$ cat config.mk
export PLATFORM = sky130hd
export DESIGN_NAME = inv_test_sequencer
export DESIGN_NICKNAME = d
export VERILOG_FILES = /design/src/rtl/inv_test_pkg.sv /design/src/rtl/inv_pattern_gen.sv /design/src/rtl/inv_test_sequencer.sv
export SDC_FILE = /design/constraint.sdc
export NUM_CORES = 1
export LEC_CHECK = 0
export CORE_ASPECT_RATIO = 1.25
export CORE_MARGIN = 2
export CORE_UTILIZATION = 53
export CTS_CLUSTER_DIAMETER = 60
export DETAILED_ROUTE_END_ITERATION = 10
export GPL_TIMING_DRIVEN = 0
export PLACE_DENSITY = 0.89
export SETUP_SLACK_MARGIN = 0.05
export SLEW_MARGIN = 5
export SYNTH_ARGS = -nofsm -noshare
export SYNTH_HDL_FRONTEND = slang
export SYNTH_HIERARCHICAL = 1
export SYNTH_SLANG_ARGS = --single-unit
$ cat constraint.sdc
create_clock -name clk -period 2.6 [get_ports clk]
set_clock_uncertainty 0.2 [all_clocks]
set_input_delay 0.39 -clock clk [delete_from_list [all_inputs] [get_ports clk]]
set_output_delay 0.39 -clock clk [all_outputs]
set_load 0.02 [all_outputs]
$ cat src/rtl/inv_test_pkg.sv
// Shared types and constants for the inverter test sequencer.
// The LFSR constants are only used when INV_SEQ_LFSR_EN is defined.
package inv_test_pkg;

    typedef enum logic [2:0] {
        StIdle,
        StDrive,
        StWait,
        StSample,
        StDone
    } state_e;

    localparam logic [3:0] LFSR_SEED = 4'b1001;
    // Right-shifting Fibonacci LFSR for x^4+x^3+1: feedback = lfsr[1] ^ lfsr[0].
    localparam logic [3:0] LFSR_TAPS = 4'b0011;

endpackage

$ cat src/rtl/inv_pattern_gen.sv
// Stimulus bit source for the sequencer. With INV_SEQ_LFSR_EN defined it is a
// 4-bit LFSR, otherwise a bit that alternates 0,1,0,1 from reseed.
module inv_pattern_gen
    import inv_test_pkg::*;
(
    input  logic clk,
    input  logic rst,
    input  logic reseed,
    input  logic advance,
    output logic pat_bit
);

`ifdef INV_SEQ_LFSR_EN
    logic [3:0] lfsr_q, lfsr_d;

    always_comb begin
        lfsr_d = lfsr_q;
        if (reseed) begin
            lfsr_d = LFSR_SEED;
        end else if (advance) begin
            lfsr_d = {^(lfsr_q & LFSR_TAPS), lfsr_q[3:1]};
        end
    end

    always_ff @(posedge clk) begin
        if (rst) begin
            lfsr_q <= LFSR_SEED;
        end else begin
            lfsr_q <= lfsr_d;
        end
    end

    assign pat_bit = lfsr_q[0];
`else
    logic alt_q, alt_d;

    always_comb begin
        alt_d = alt_q;
        if (reseed) begin
            alt_d = 1'b0;
        end else if (advance) begin
            alt_d = ~alt_q;
        end
    end

    always_ff @(posedge clk) begin
        if (rst) begin
            alt_q <= 1'b0;
        end else begin
            alt_q <= alt_d;
        end
    end

    assign pat_bit = alt_q;
`endif

endmodule

$ cat src/rtl/inv_test_sequencer.sv
// Drives an inverter under test with a vector sequence, samples its output after
// a settle time and counts mismatches. Pattern source selected by INV_SEQ_LFSR_EN.
module inv_test_sequencer
    import inv_test_pkg::*;
#(
    parameter int unsigned NUM_VEC = 16,
    parameter int unsigned SETTLE  = 2,
    parameter int unsigned CNT_W   = 8
) (
    input  logic             clk,
    input  logic             rst,
    input  logic             start,
    input  logic             sense_y,
    output logic             drive_a,
    output logic             busy,
    output logic             done,
    output logic [CNT_W-1:0] err_cnt,
    output logic             pass
);

    localparam int unsigned IDX_W = (NUM_VEC > 1) ? $clog2(NUM_VEC) : 1;
    localparam int unsigned SET_W = (SETTLE > 1) ? $clog2(SETTLE) : 1;
    localparam logic [IDX_W-1:0] LAST_IDX    = IDX_W'(NUM_VEC - 1);
    localparam logic [SET_W-1:0] SETTLE_LOAD = SET_W'((SETTLE > 0) ? SETTLE - 1 : 0);
    localparam logic [CNT_W-1:0] CNT_MAX     = '1;

    state_e           state_q, state_d;
    logic [SET_W-1:0] settle_q, settle_d;
    logic [IDX_W-1:0] idx_q, idx_d;
    logic [CNT_W-1:0] err_cnt_q, err_cnt_d;
    logic             drive_a_q, drive_a_d;
    logic             busy_q, busy_d;
    logic             done_q, done_d;
    logic             pass_q, pass_d;
    logic             reseed, advance, pat_bit, mismatch;

    inv_pattern_gen u_pat (
        .clk     (clk),
        .rst     (rst),
        .reseed  (reseed),
        .advance (advance),
        .pat_bit (pat_bit)
    );

    // Case inequality so that X or Z on the sensed output is a mismatch.
    assign mismatch = (sense_y !== ~drive_a_q);

    always_comb begin
        state_d   = state_q;
        settle_d  = settle_q;
        idx_d     = idx_q;
        err_cnt_d = err_cnt_q;
        drive_a_d = drive_a_q;
        pass_d    = pass_q;
        reseed    = 1'b0;
        advance   = 1'b0;

        unique case (state_q)
            StIdle: begin
                if (start) begin
                    state_d   = StDrive;
                    idx_d     = '0;
                    err_cnt_d = '0;
                    pass_d    = 1'b0;
                    reseed    = 1'b1;
                end
            end
            StDrive: begin
                drive_a_d = pat_bit;
                settle_d  = SETTLE_LOAD;
                state_d   = (SETTLE == 0) ? StSample : StWait;
            end
            StWait: begin
                if (settle_q == '0) begin
                    state_d = StSample;
                end else begin
                    settle_d = settle_q - 1'b1;
                end
            end
            StSample: begin
                advance = 1'b1;
                if (mismatch && (err_cnt_q != CNT_MAX)) begin
                    err_cnt_d = err_cnt_q + 1'b1;
                end
                if (idx_q < LAST_IDX) begin
                    idx_d   = idx_q + 1'b1;
                    state_d = StDrive;
                end else begin
                    // pass is registered with done so it is valid in the done cycle.
                    state_d = StDone;
                    pass_d  = (err_cnt_d == '0);
                end
            end
            StDone: begin
                state_d = StIdle;
            end
            default: begin
                state_d = StIdle;
            end
        endcase

        busy_d = (state_d == StDrive) || (state_d == StWait) || (state_d == StSample);
        done_d = (state_d == StDone);
    end

    always_ff @(posedge clk) begin
        if (rst) begin
            state_q   <= StIdle;
            settle_q  <= '0;
            idx_q     <= '0;
            err_cnt_q <= '0;
            drive_a_q <= 1'b0;
            busy_q    <= 1'b0;
            done_q    <= 1'b0;
            pass_q    <= 1'b0;
        end else begin
            state_q   <= state_d;
            settle_q  <= settle_d;
            idx_q     <= idx_d;
            err_cnt_q <= err_cnt_d;
            drive_a_q <= drive_a_d;
            busy_q    <= busy_d;
            done_q    <= done_d;
            pass_q    <= pass_d;
        end
    end

    assign drive_a = drive_a_q;
    assign busy    = busy_q;
    assign done    = done_q;
    assign err_cnt = err_cnt_q;
    assign pass    = pass_q;

endmodule

### Word level (Yosys, flattened, before mapping)

Index checks and enable logic that the tools add are counted.

| storage, ports and cells | value |
|---|---|
| input bits | 4 |
| logic and storage cells | 57 |
| output and inout bits | 12 |
| register bits after elaboration | 21 |

| operators by class | value |
|---|---|
| muxes and demuxes | 19 |
| add/subtract/negate cells | 3 |
| bitwise operators | 2 |
| equal/unequal tests | 12 |
| reduce and logical (&&, ||, !) cells | 11 |
| magnitude comparators | 1 |

Operator list:

| kind | number |
|---|---|
| $mux W8 | 3 |
| $pmux W8 S2 | 1 |
| $eq A3 B2 Y1 const B | 4 |
| $pmux W3 S4 | 1 |
| $mux W3 | 3 |
| $add A8 B1 Y8 const B | 1 |
| $logic_not A8 Y1 | 1 |
| $mux W4 | 2 |
| $ne A8 B8 Y1 const B | 1 |
| $pmux W4 S2 | 1 |
| $eq A3 B1 Y1 const B | 2 |
| $mux W1 | 6 |
| $ne A2 B2 Y1 const B | 3 |
| $reduce_and A3 Y1 | 2 |
| $add A4 B1 Y4 const B | 1 |
| $lt A4 B4 Y1 const B | 1 |
| $pmux W1 S2 | 2 |
| $reduce_bool A2 Y1 | 2 |
| $eq A3 B3 Y1 const B | 1 |
| $logic_not A3 Y1 | 1 |
| $logic_or A1 B1 Y1 | 2 |
| $not A1 Y1 | 2 |
| $reduce_and A2 Y1 | 1 |
| $reduce_or A2 Y1 | 1 |
| other kinds (3) | 3 |

### Logic depth before layout (Yosys ltp)

Gate-level depths: netlist of run 1.

| depth | value |
|---|---|
| word-level depth | 8 |
| gate-level depth with buffers | 7 |

### Hierarchy

The synthesis of run 1 kept the hierarchy.

By module, submodules not included:

| module | area each (um^2) | times used | cells an instance |
|---|---|---|---|
| inv_test_sequencer | 1,101.1 | 1 | 126 |
| inv_pattern_gen | 38.8 | 1 | 3 |

### Least setup slack after synthesis of run 1

No wires, ideal clock.

| timing | value |
|---|---|
| kind | flip-flop to flip-flop |
| from | reg err_cnt_q[0] (netlist: err_cnt[0]) |
| to | reg pass_q (netlist: pass) |
| path slack | 0.607 ns |
| cell stages (with the launch flop) | 8 |
| data arrival time | 1.669 ns |
| required time | 2.276 ns |
| setup time | 0.124 ns |
| period minus slack after synthesis | 1.993 ns |
| cells stage by stage | dfxtp_1 -> ha_1 -> clkbuf_1 -> nand4_1 -> o21ai_0 -> nor2_1 -> a22oi_1 -> o31ai_1 |

| on the way | value |
|---|---|
| cells in the longest elaborated chain, start to end | 7 |
| elaborated cells on any way between the ends | 8 |
| those cells by class | add/sub (1); eq/ne (1); mux (4); reduce/logical (2) |

Ends and longest elaborated chain:

| what | line | source |
|---|---|---|
| start, declared | inv_test_sequencer.sv:30 | `logic [CNT_W-1:0] err_cnt_q, err_cnt_d;` |
| start signal, assigned | inv_test_sequencer.sv:120 | `err_cnt_q <= err_cnt_d;` |
| branches (longest 2 deep; another with $add A8 B1 Y8) | - |  |
| $mux W8 (*) | inv_test_sequencer.sv:82 | `if (mismatch && (err_cnt_q != CNT_MAX)) begin` |
| $mux W8 (*) | inv_test_sequencer.sv:58 | `unique case (state_q)` |
| $logic_not A8 Y1 (*) | inv_test_sequencer.sv:91 | `pass_d = (err_cnt_d == '0);` |
| $mux W1 (*) | inv_test_sequencer.sv:85 | `if (idx_q < LAST_IDX) begin` |
| $pmux W1 S2 (*) | inv_test_sequencer.sv:58 |  |
| end signal, assigned | inv_test_sequencer.sv:124 | `pass_q <= pass_d;` |
| end, declared | inv_test_sequencer.sv:34 | `logic pass_q, pass_d;` |

Every way passes the cells marked *. The select of a mux whose other input is x is not followed.
A chain may end at the register's enable or synchronous reset.

### Worst setup path in the final report of run 1

Ends and elaborated chain as after synthesis.

==> impl_metrics.py, run 1 <==
metrics = {
    "floorplan": {
        "start_util_pct": 56.9,
        "die_w_um": 45.5,
        "fp.dieH_um": 55.9,
        "rows": 18,
        "pin_count": 16,
        "dieArea_um2": 2540,
        "core_area_um2": 2000,
    },
    "sta": {
        "timing.slew.headroom_pct": 69.8,
        "fin_tns_setup_ps": 0,
        "final-setup-viol-count": 0,
        "worst_slack_ps": 424,
        "tightest_slew_ps": 454,
        "min_period_ps": 2180,
        "slew_violations": 0,
        "rsz0062_at_grt": "false",
        "finalHoldViolations": 0,
        "timing.final.crit_share_pct": 83.7,
        "max_freq_mhz": 460,
    },
    "cts": {
        "post_cts_buffers": 0,
        "clk_latency_ps": 320,
        "clockRootBuffer": "clkbuf_4",
        "cts.path.max_buffers": 2,
        "cts_buffers": 3,
        "cts_hold_buffers": 0,
        "clk_pin_slew_worst_paths_ps": 120,
        "cts_resized": 0,
        "htreeDepth": 1,
        "clock_sinks": 21,
        "cts_tree": "done",
    },
    "synthesis": {
        "async_flop_share_pct": 0,
        "yosysSeqAreaShare_pct": 36.9,
        "synth_top_cell_by_area": "dfxtp_1",
        "synth_top_family_by_area": "simple AND/OR/NAND/NOR gates",
        "yosys-top-cells-count": "dfxtp_1 (21), nor2_1 (18), nor3_1 (9), a21oi_1 (8)",
        "syn_area_um2": 1140,
        "synth.area.top_cells": "dfxtp_1 (37%), nor2_1 (5.9%), mux2i_1 (4.4%), nor3_1 (4.0%), a21oi_1 (3.5%)",
        "ys.flop_type": "dfxtp_1",
        "ys.warnings.count": 6,
        "synthesis.nets": 135,
        "synth_compound_area_share_pct": 15.7,
        "synth.most_common_cell": "dfxtp_1",
        "synthMuxAreaShare_pct": 4.39,
        "synth_xor_area_share_pct": 4.50,
        "yosysTopAreaCellShare_pct": 36.9,
        "synthAdderAreaFrac_pct": 2.20,
        "synth_cells": 129,
        "ys_seq_elements": 21,
        "synthSimpleGateAreaFrac_pct": 32.1,
        "ys_types": 44,
        "avgSynthCellArea_um2": 8.84,
        "synth_edf_count": 0,
    },
    "critical_path": {
        "cp-end-kind": "register",
        "path_delay_family": "compound AO/OA/AOI/OAI gates",
        "critPathMaxFanout": 9,
        "startpoint": "err_cnt[0]",
        "start_kind": "register",
        "path_cells": "ha_1, clkbuf_1, nand4_1, o21ai_0, nor2_1, a22oi_1, o31ai_1",
        "slowest_stage": "dfxtp_1",
        "crit_buf_inv": 1,
        "path_class": "register to register",
        "r2r-start": "err_cnt[0]",
        "arrival_ps": 2200,
        "critPathMaxStageDelay_ps": 470,
        "cp.required_ps": 2620,
    },
    "placement": {
        "gp_congestion": 0.797,
        "dp.final_hpwl_um": 1710,
        "place_ws_ps": 272,
        "port_buffers": 15,
    },
    "routing": {
        "met1_length_um": 1040,
        "via_count": 1033,
        "viasPerCell": 6.15,
        "wl_per_cell_um": 14.0,
        "highest_layer": "met4",
        "drt_iter0_drc": 56,
        "drc_errors": 0,
        "wl_met3_um": 90,
        "drt_pass1_iterations": 6,
        "routed_wirelength_um": 2350,
        "wl_met2_um": 1160,
        "ant_nets": 0,
    },
    "final_layout": {
        "synthToLayoutAreaGrowth_pct": 18.0,
        "regArea_um2": 420,
        "drive_gt1_share_pct": 13.5,
        "fin_nets": 155,
        "n_antenna_cell": 0,
        "fill_cells": 167,
        "multi_input_area_um2": 671,
    },
    "grt": {
        "grt_pass1_wl_um": 3970,
        "grt_use_total_pct": 20.7,
        "overflow": 0,
        "grt_pass1_vias": 927,
        "grt_max_degree": 14,
        "antenna_found_initial": 0,
    },
    "pwr": {
        "power_leakage_nw": 0.488,
        "irDropWorstVdd_uv": 485,
        "power_density_nw_per_um2": 491,
    },
    "job": {
        "max_cap_violations": 0,
    },
    "worst_hold_path": {
        "hold_path.class": "register to register",
        "hp-start": "idx_q[1]",
    },
    "run_status": {
        "status": "finished, final reports clean",
    },
}
==> power breakdown <==
group / total [W] / switching [W] / internal [W]
combinational: 0.000140 / 0.0000776 / 0.0000625
clock: 0.000170 / 0.000111 / 0.0000590
sequential: 0.000351 / 0.0000143 / 0.000337
total: 0.000661 / 0.000203 / 0.000458
==> tightest hold or removal path, cell delays in order, from the launching register on <==
cell,delay (ps)
dfxtp_1,350
nand2_1,60
a21oi_1,50
==> metrics by stage <==
stage | hold WS [ps] | util [%] | instance area, um^2 | cells | total power [W]
global placement | 270 | 65.6 | 1320 | 164 | 0.000492
global route | 329 | 67.1 | 1350 | 168 | 0.000686
finish | 303 | 67.1 | 1350 | 168 | 0.000661
floorplan | 261 | - | 1140 | 129 | 0.000464
CTS | 300 | 67.1 | 1350 | 168 | 0.000661
detailed placement | 283 | 65.6 | 1320 | 164 | 0.000497
==> metal layers <==
layer	track usage, %	vias to the layer above
li1	-	516
met1	27.3	482
met2	30.0	30
met3	4.22	5
met4	12.2	0
met5	0	-
==> layout by cell type (no fill, tap or decap), drive strengths merged, types with 2 or more instances in the layout <==
master / netlist / final
inv: 3 / 3
nand2: 5 / 5
a31oi: 3 / 3
or3: 2 / 2
dfxtp: 21 / 21
clkbuf: 3 / 6
buf: 3 / 3
nor2b: 3 / 3
a211oi: 3 / 3
nand4: 5 / 5
clkdlybuf4s50: 0 / 15
mux2i: 5 / 5
ha: 2 / 2
nor2: 19 / 19
a21oi: 8 / 8
a22oi: 2 / 2
nand3: 5 / 5
xnor2: 4 / 4
nor3: 11 / 11
and3: 2 / 2
o21ai: 5 / 5
==> area by class of cell <==
type | instances | area share (%)
Buffer | 6 | 2.42
Clock buffer | 3 | 1.67
Clock inverter | 1 | 0.558
Inverter | 3 | 1.21
Multi-Input combinational cell | 99 | 49.9
Sequential cell | 21 | 31.3
Tap cell | 20 | 1.86
Timing Repair Buffer | 15 | 11.2
==> registers in the layout, summed over array words and instances (netlist names) <==
register	flops
busy	1
settle_q	1
state_q	3
u_pat/pat_bit	1
pass	1
done	1
drive_a	1
idx_q	4
err_cnt	8
==> final timing paths <==
kind | slack [ps] | cells past startpoint | endpoint
max reg2reg | 420 | 7 | pass
max | 420 | 7 | pass
min | 300 | 2 | idx_q[1]
min reg2reg | 300 | 2 | idx_q[1]
==> kinds of logic (layout without fill, tap and decap cells) <==
logic type | Yosys count | after routing
adders and majority gates | 2 | 2
AOI/OAI and AO/OA | 28 | 28
buffers and inverters | 9 | 28
muxes | 5 | 5
DFF | 21 | 21
xor gates and xnor gates | 5 | 5
and+or+nand+nor | 59 | 59
No activity file was read; power rests on OpenSTA's default activity.
==> inputs of run 2 (changes only) <==
==> constraint.sdc (replaced) <==
create_clock -name clk -period 2.23 [get_ports clk]
set_clock_uncertainty 0.2 [all_clocks]
set_input_delay 0.3345 -clock clk [delete_from_list [all_inputs] [get_ports clk]]
set_output_delay 0.3345 -clock clk [all_outputs]
set_load 0.02 [all_outputs]
==> run 2 against run 1 <==
  * Worst hold slack got worse by 1.3 ps
  * Sequential cell count unchanged
  * Routed wire length rose by 0.21%
  * Clock power up 15%
  * Utilization stayed put
  * Final cell count stayed put
  * Critical path depth is the same
  * Die area unchanged
  * Global-route usage did not move
  * First-iteration DRC count down 18%
  * Critical path type unchanged
  * Largest power group unchanged
==> impl_metrics.py, run 2 (synthesized netlist as in run 1, its figures left out) <==
metrics = {
    "critical_path": {
        "path_cells": "ha_1, clkbuf_1, nand4_1, o21ai_1, nor2_1, a22oi_1, o31ai_1",
        "cp.required_ps": 2240,
        "slowest_stage": "dfxtp_1",
        "start_kind": "register",
        "path_delay_family": "compound AO/OA/AOI/OAI gates",
        "critPathMaxFanout": 9,
        "arrival_ps": 2100,
        "path_class": "register to register",
        "cp-end-kind": "register",
        "critPathMaxStageDelay_ps": 470,
        "crit_buf_inv": 1,
    },
    "floorplan": {
        "core_area_um2": 2000,
        "rows": 18,
        "die_w_um": 45.5,
        "start_util_pct": 56.9,
        "fp.dieH_um": 55.9,
        "pin_count": 16,
        "dieArea_um2": 2540,
    },
    "routing": {
        "drt_iter0_drc": 46,
        "wl_met2_um": 1150,
        "highest_layer": "met4",
        "wl_met3_um": 118,
        "ant_nets": 0,
        "viasPerCell": 6.24,
        "routed_wirelength_um": 2350,
        "drc_errors": 0,
        "drt_pass1_iterations": 4,
        "wl_per_cell_um": 14.0,
        "via_count": 1048,
        "met1_length_um": 1010,
    },
    "cts": {
        "cts_resized": 0,
        "cts.path.max_buffers": 2,
        "clk_pin_slew_worst_paths_ps": 120,
        "cts_hold_buffers": 0,
        "htreeDepth": 1,
        "clock_sinks": 21,
        "clockRootBuffer": "clkbuf_4",
        "post_cts_buffers": 0,
        "cts_buffers": 3,
        "cts_tree": "done",
        "clk_latency_ps": 320,
    },
    "sta": {
        "final-setup-viol-count": 0,
        "timing.slew.headroom_pct": 69.5,
        "finalHoldViolations": 0,
        "min_period_ps": 2090,
        "slew_violations": 0,
        "timing.hold.ws_ps": 301,
        "max_freq_mhz": 479,
        "tightest_slew_ps": 457,
        "rsz0062_at_grt": "false",
        "timing.final.crit_share_pct": 93.7,
    },
    "placement": {
        "place_area_um2": 1320,
        "dp.final_hpwl_um": 1710,
        "gp_congestion": 0.797,
        "port_buffers": 15,
    },
    "pwr": {
        "irDropWorstVdd_uv": 566,
        "power_density_nw_per_um2": 571,
        "power_leakage_nw": 0.487,
    },
    "grt": {
        "grt_use_total_pct": 20.7,
        "grt_max_degree": 14,
        "antenna_found_initial": 0,
        "grt_pass1_wl_um": 3970,
        "grt_pass1_vias": 927,
        "overflow": 0,
    },
    "final_layout": {
        "multi_input_area_um2": 671,
        "fin_nets": 155,
        "n_antenna_cell": 0,
        "synthToLayoutAreaGrowth_pct": 18.0,
        "fin_area_um2": 1350,
        "regArea_um2": 420,
        "mostFrequentLayoutCells": "dfxtp_1 (21), nor2_1 (18), clkdlybuf4s50_1 (15), nor3_1 (9), a21oi_1 (8)",
        "mostFrequentLayoutCell": "dfxtp_1",
        "drive_gt1_share_pct": 13.5,
        "fill_cells": 167,
        "largest_reg_flops": 8,
    },
    "run_status": {
        "status": "finished, final reports clean",
    },
    "worst_hold_path": {
        "hold_path.class": "register to register",
    },
    "job": {
        "max_cap_violations": 0,
    },
}
## run 2: cell count changes in the layout (fill, tap and decap cells not counted)
cell	previous run	this run
o21ai_0	5	4
o21ai_1	0	1
## run 2: power by group
part           internal (W)  leakage [nW]  switching (W)  total [W]
registers          0.000392         0.170      0.0000166   0.000409
clock network     0.0000686        0.0139       0.000127   0.000195
logic             0.0000729         0.303      0.0000904   0.000163
## run 2: through the flow
stage	utilization, %	power, W	TNS, ps	cells	worst slack [ps]
2_1_floorplan	-	0.000541	0	129	237
4_1_cts	67.1	0.000771	0	168	82.9
6_report	67.1	0.000768	0	168	140
5_1_grt	67.1	0.000800	0	168	58.8
3_3_place_gp	65.6	0.000574	0	164	12.9
3_5_place_dp	65.6	0.000580	-42.1	164	-42.1
## run 2: cell type report
type	count	share of cell area, %
timing repair buffer	15	11.2
clock buffer	3	1.67
multi-input combinational	99	49.9
tap	20	1.86
buffer	6	2.42
clock inverter	1	0.558
sequential	21	31.3
inverter	3	1.21
## run 2: routing by layer
metal / up-vias / global-route usage [%]
met5: - / 0
met2: 38 / 30.0
met4: 0 / 12.2
met1: 489 / 27.3
met3: 7 / 4.22
li1: 514 / -
## run 2: final timing paths
check,startpoint,depth (start not counted),end,slack [ps]
worst max-delay path,err_cnt[0],7,pass,140
worst min-delay path,idx_q[1],2,idx_q[1],300
worst max register to register,err_cnt[0],7,pass,140
worst min register to register,idx_q[1],2,idx_q[1],300
## run 2: worst register-to-register path, stage by stage (launching register included)
cell and delay, ps:
dfxtp_1 470, ha_1 190, clkbuf_1 310, nand4_1 150
o21ai_1 280, nor2_1 80, a22oi_1 210, o31ai_1 100
==> inputs of run 3 (changes only) <==
--- a/config.mk
+++ b/config.mk
@@ -11,7 +11,7 @@
 export CTS_CLUSTER_DIAMETER = 60
 export DETAILED_ROUTE_END_ITERATION = 10
 export GPL_TIMING_DRIVEN = 0
-export PLACE_DENSITY = 0.89
+export PLACE_DENSITY_LB_ADDON = 0.3
 export SETUP_SLACK_MARGIN = 0.05
 export SLEW_MARGIN = 5
 export SYNTH_ARGS = -nofsm -noshare
==> run 3 against run 2 <==
  * Worst setup slack better by 120 ps
  * Sequential cell count did not move
  * Global-route usage up 1.3 points
  * Critical path depth decreased by 6
  * First-iteration DRC count is 28% lower
  * Fmax rose by 5.9%
  * Largest power group unchanged
  * Via count fell by 2.9%
  * Clock power shrank 7%
  * Sequential share of layout area up 0.12 points
  * Non-clock buffer count shrank 1
==> impl_metrics.py, run 3 (synthesized netlist as in run 1, its figures left out) <==
metrics = {
    "run_status": {
        "status": "finished, final reports clean",
    },
    "critical_path": {
        "critical_path_cell_count": 1,
        "r2r_cells": 6,
        "r2r-start": "err_cnt[0]",
        "timing.rr.end": "pass",
        "slowest_stage": "clkdlybuf4s50_1",
        "cp-endpoint": "err_cnt[0]",
        "start_kind": "register",
        "startpoint": "err_cnt[0]",
        "arrival_ps": 1440,
        "path_delay_family": "buffers and inverters",
        "critPathMaxStageDelay_ps": 660,
        "path_cells": "clkdlybuf4s50_1",
        "crit_buf_inv": 1,
        "regToRegSetupSlack_ps": 300,
        "cp.required_ps": 1700,
        "critPathMaxFanout": 6,
        "path_class": "register to primary output",
        "cp-end-kind": "primary output",
    },
    "grt": {
        "grt_max_degree": 12,
        "grt_pass1_vias": 1028,
        "overflow": 0,
        "grt_use_total_pct": 22.0,
        "grt_pass1_wl_um": 4270,
        "antenna_found_initial": 0,
    },
    "cts": {
        "cts_tree": "done",
        "clk_latency_ps": 300,
        "cts_buffers": 3,
        "cts.path.max_buffers": 2,
        "clk_pin_slew_worst_paths_ps": 110,
        "htreeDepth": 1,
        "cts_hold_buffers": 0,
        "clockRootBuffer": "clkbuf_4",
        "clock_sinks": 21,
    },
    "sta": {
        "min_period_ps": 1970,
        "timing.slew.headroom_pct": 65.6,
        "finalHoldViolations": 0,
        "slew_violations": 0,
        "tightest_slew_ps": 516,
        "timing.hold.ws_ps": 297,
        "rsz0062_at_grt": "false",
        "timing.final.crit_share_pct": 88.5,
        "final-setup-viol-count": 0,
        "max_freq_mhz": 507,
    },
    "floorplan": {
        "rows": 18,
        "start_util_pct": 56.9,
        "pin_count": 16,
        "die_w_um": 45.5,
        "core_area_um2": 2000,
        "fp.dieH_um": 55.9,
        "dieArea_um2": 2540,
    },
    "final_layout": {
        "synthToLayoutAreaGrowth_pct": 17.6,
        "fill_cells": 182,
        "drive_gt1_share_pct": 13.6,
        "fin_nets": 154,
        "mostFrequentLayoutCells": "dfxtp_1 (21), nor2_1 (18), clkdlybuf4s50_1 (15), nor3_1 (9), a21oi_1 (8)",
        "n_antenna_cell": 0,
        "final_util_pct": 66.9,
        "fin_area_um2": 1340,
        "largest_reg_flops": 8,
        "mostFrequentLayoutCell": "dfxtp_1",
    },
    "pwr": {
        "power_leakage_nw": 0.484,
        "irDropWorstVdd_uv": 487,
        "power_density_nw_per_um2": 564,
    },
    "placement": {
        "place_area_um2": 1320,
        "gp_congestion": 0.911,
        "port_buffers": 15,
        "dp.final_hpwl_um": 1770,
    },
    "routing": {
        "drt_iter0_drc": 33,
        "drt_pass1_iterations": 4,
        "viasPerCell": 6.10,
        "wl_per_cell_um": 14.6,
        "ant_nets": 0,
        "via_count": 1018,
        "routed_wirelength_um": 2430,
        "drc_errors": 0,
    },
    "worst_hold_path": {
        "hold_path.class": "register to register",
    },
    "job": {
        "max_cap_violations": 0,
    },
}
-- run 3: how the worst min path moves through the flow --
stage	startpoint	to	slack, ps	depth (start not counted)
finish	idx_q[1]	idx_q[1]	300	2
global placement	idx_q[1]	idx_q[1]	270	2
global route	idx_q[1]	idx_q[1]	340	2
detailed placement	idx_q[1]	idx_q[1]	290	2
CTS	idx_q[1]	idx_q[1]	310	2
floorplan	rst	u_pat/pat_bit	210	1
-- run 3: layout make-up --
class                           count  area, um^2  area share, %
Buffer                              5        28.8           2.15
Multi-Input combinational cell     99         673           50.2
Clock buffer                        4        26.3           1.96
Inverter                            3        16.3           1.21
Sequential cell                    21         420           31.4
Timing Repair Buffer               15         150           11.2
Tap cell                           20        25.0           1.87
-- run 3: through the flow --
stage / std cells / power [W] / TNS [ps] / setup slack, ps
4_1_cts: 168 / 0.000761 / 0 / 161
6_report: 167 / 0.000756 / 0 / 256
3_5_place_dp: 164 / 0.000581 / -6.01 / -6.01
2_1_floorplan: 129 / 0.000541 / 0 / 237
5_1_grt: 167 / 0.000791 / 0 / 126
3_3_place_gp: 164 / 0.000576 / 0 / 6.90
-- run 3: per-layer routing --
metal	up-vias	track usage [%]	routed length, um
li1	505	-	-
met1	482	26.9	1070
met2	24	36.2	1220
met3	7	2.92	77
met4	0	10.5	66
met5	-	0	0
-- run 3: repair_timing --
| action | in CTS | in global routing |
|---|---|---|
| endpoints found under the setup margin | 1 | 2 |
| gates resized for setup | 1 | 1 |
| buffers inserted | 0 | 0 |
-- run 3: power breakdown --
| group | switching [W] | internal (W) |
|---|---|---|
| clock | 0.000113 | 0.0000699 |
| combinational | 0.0000919 | 0.0000730 |
| sequential | 0.0000161 | 0.000392 |
| total | 0.000221 | 0.000535 |
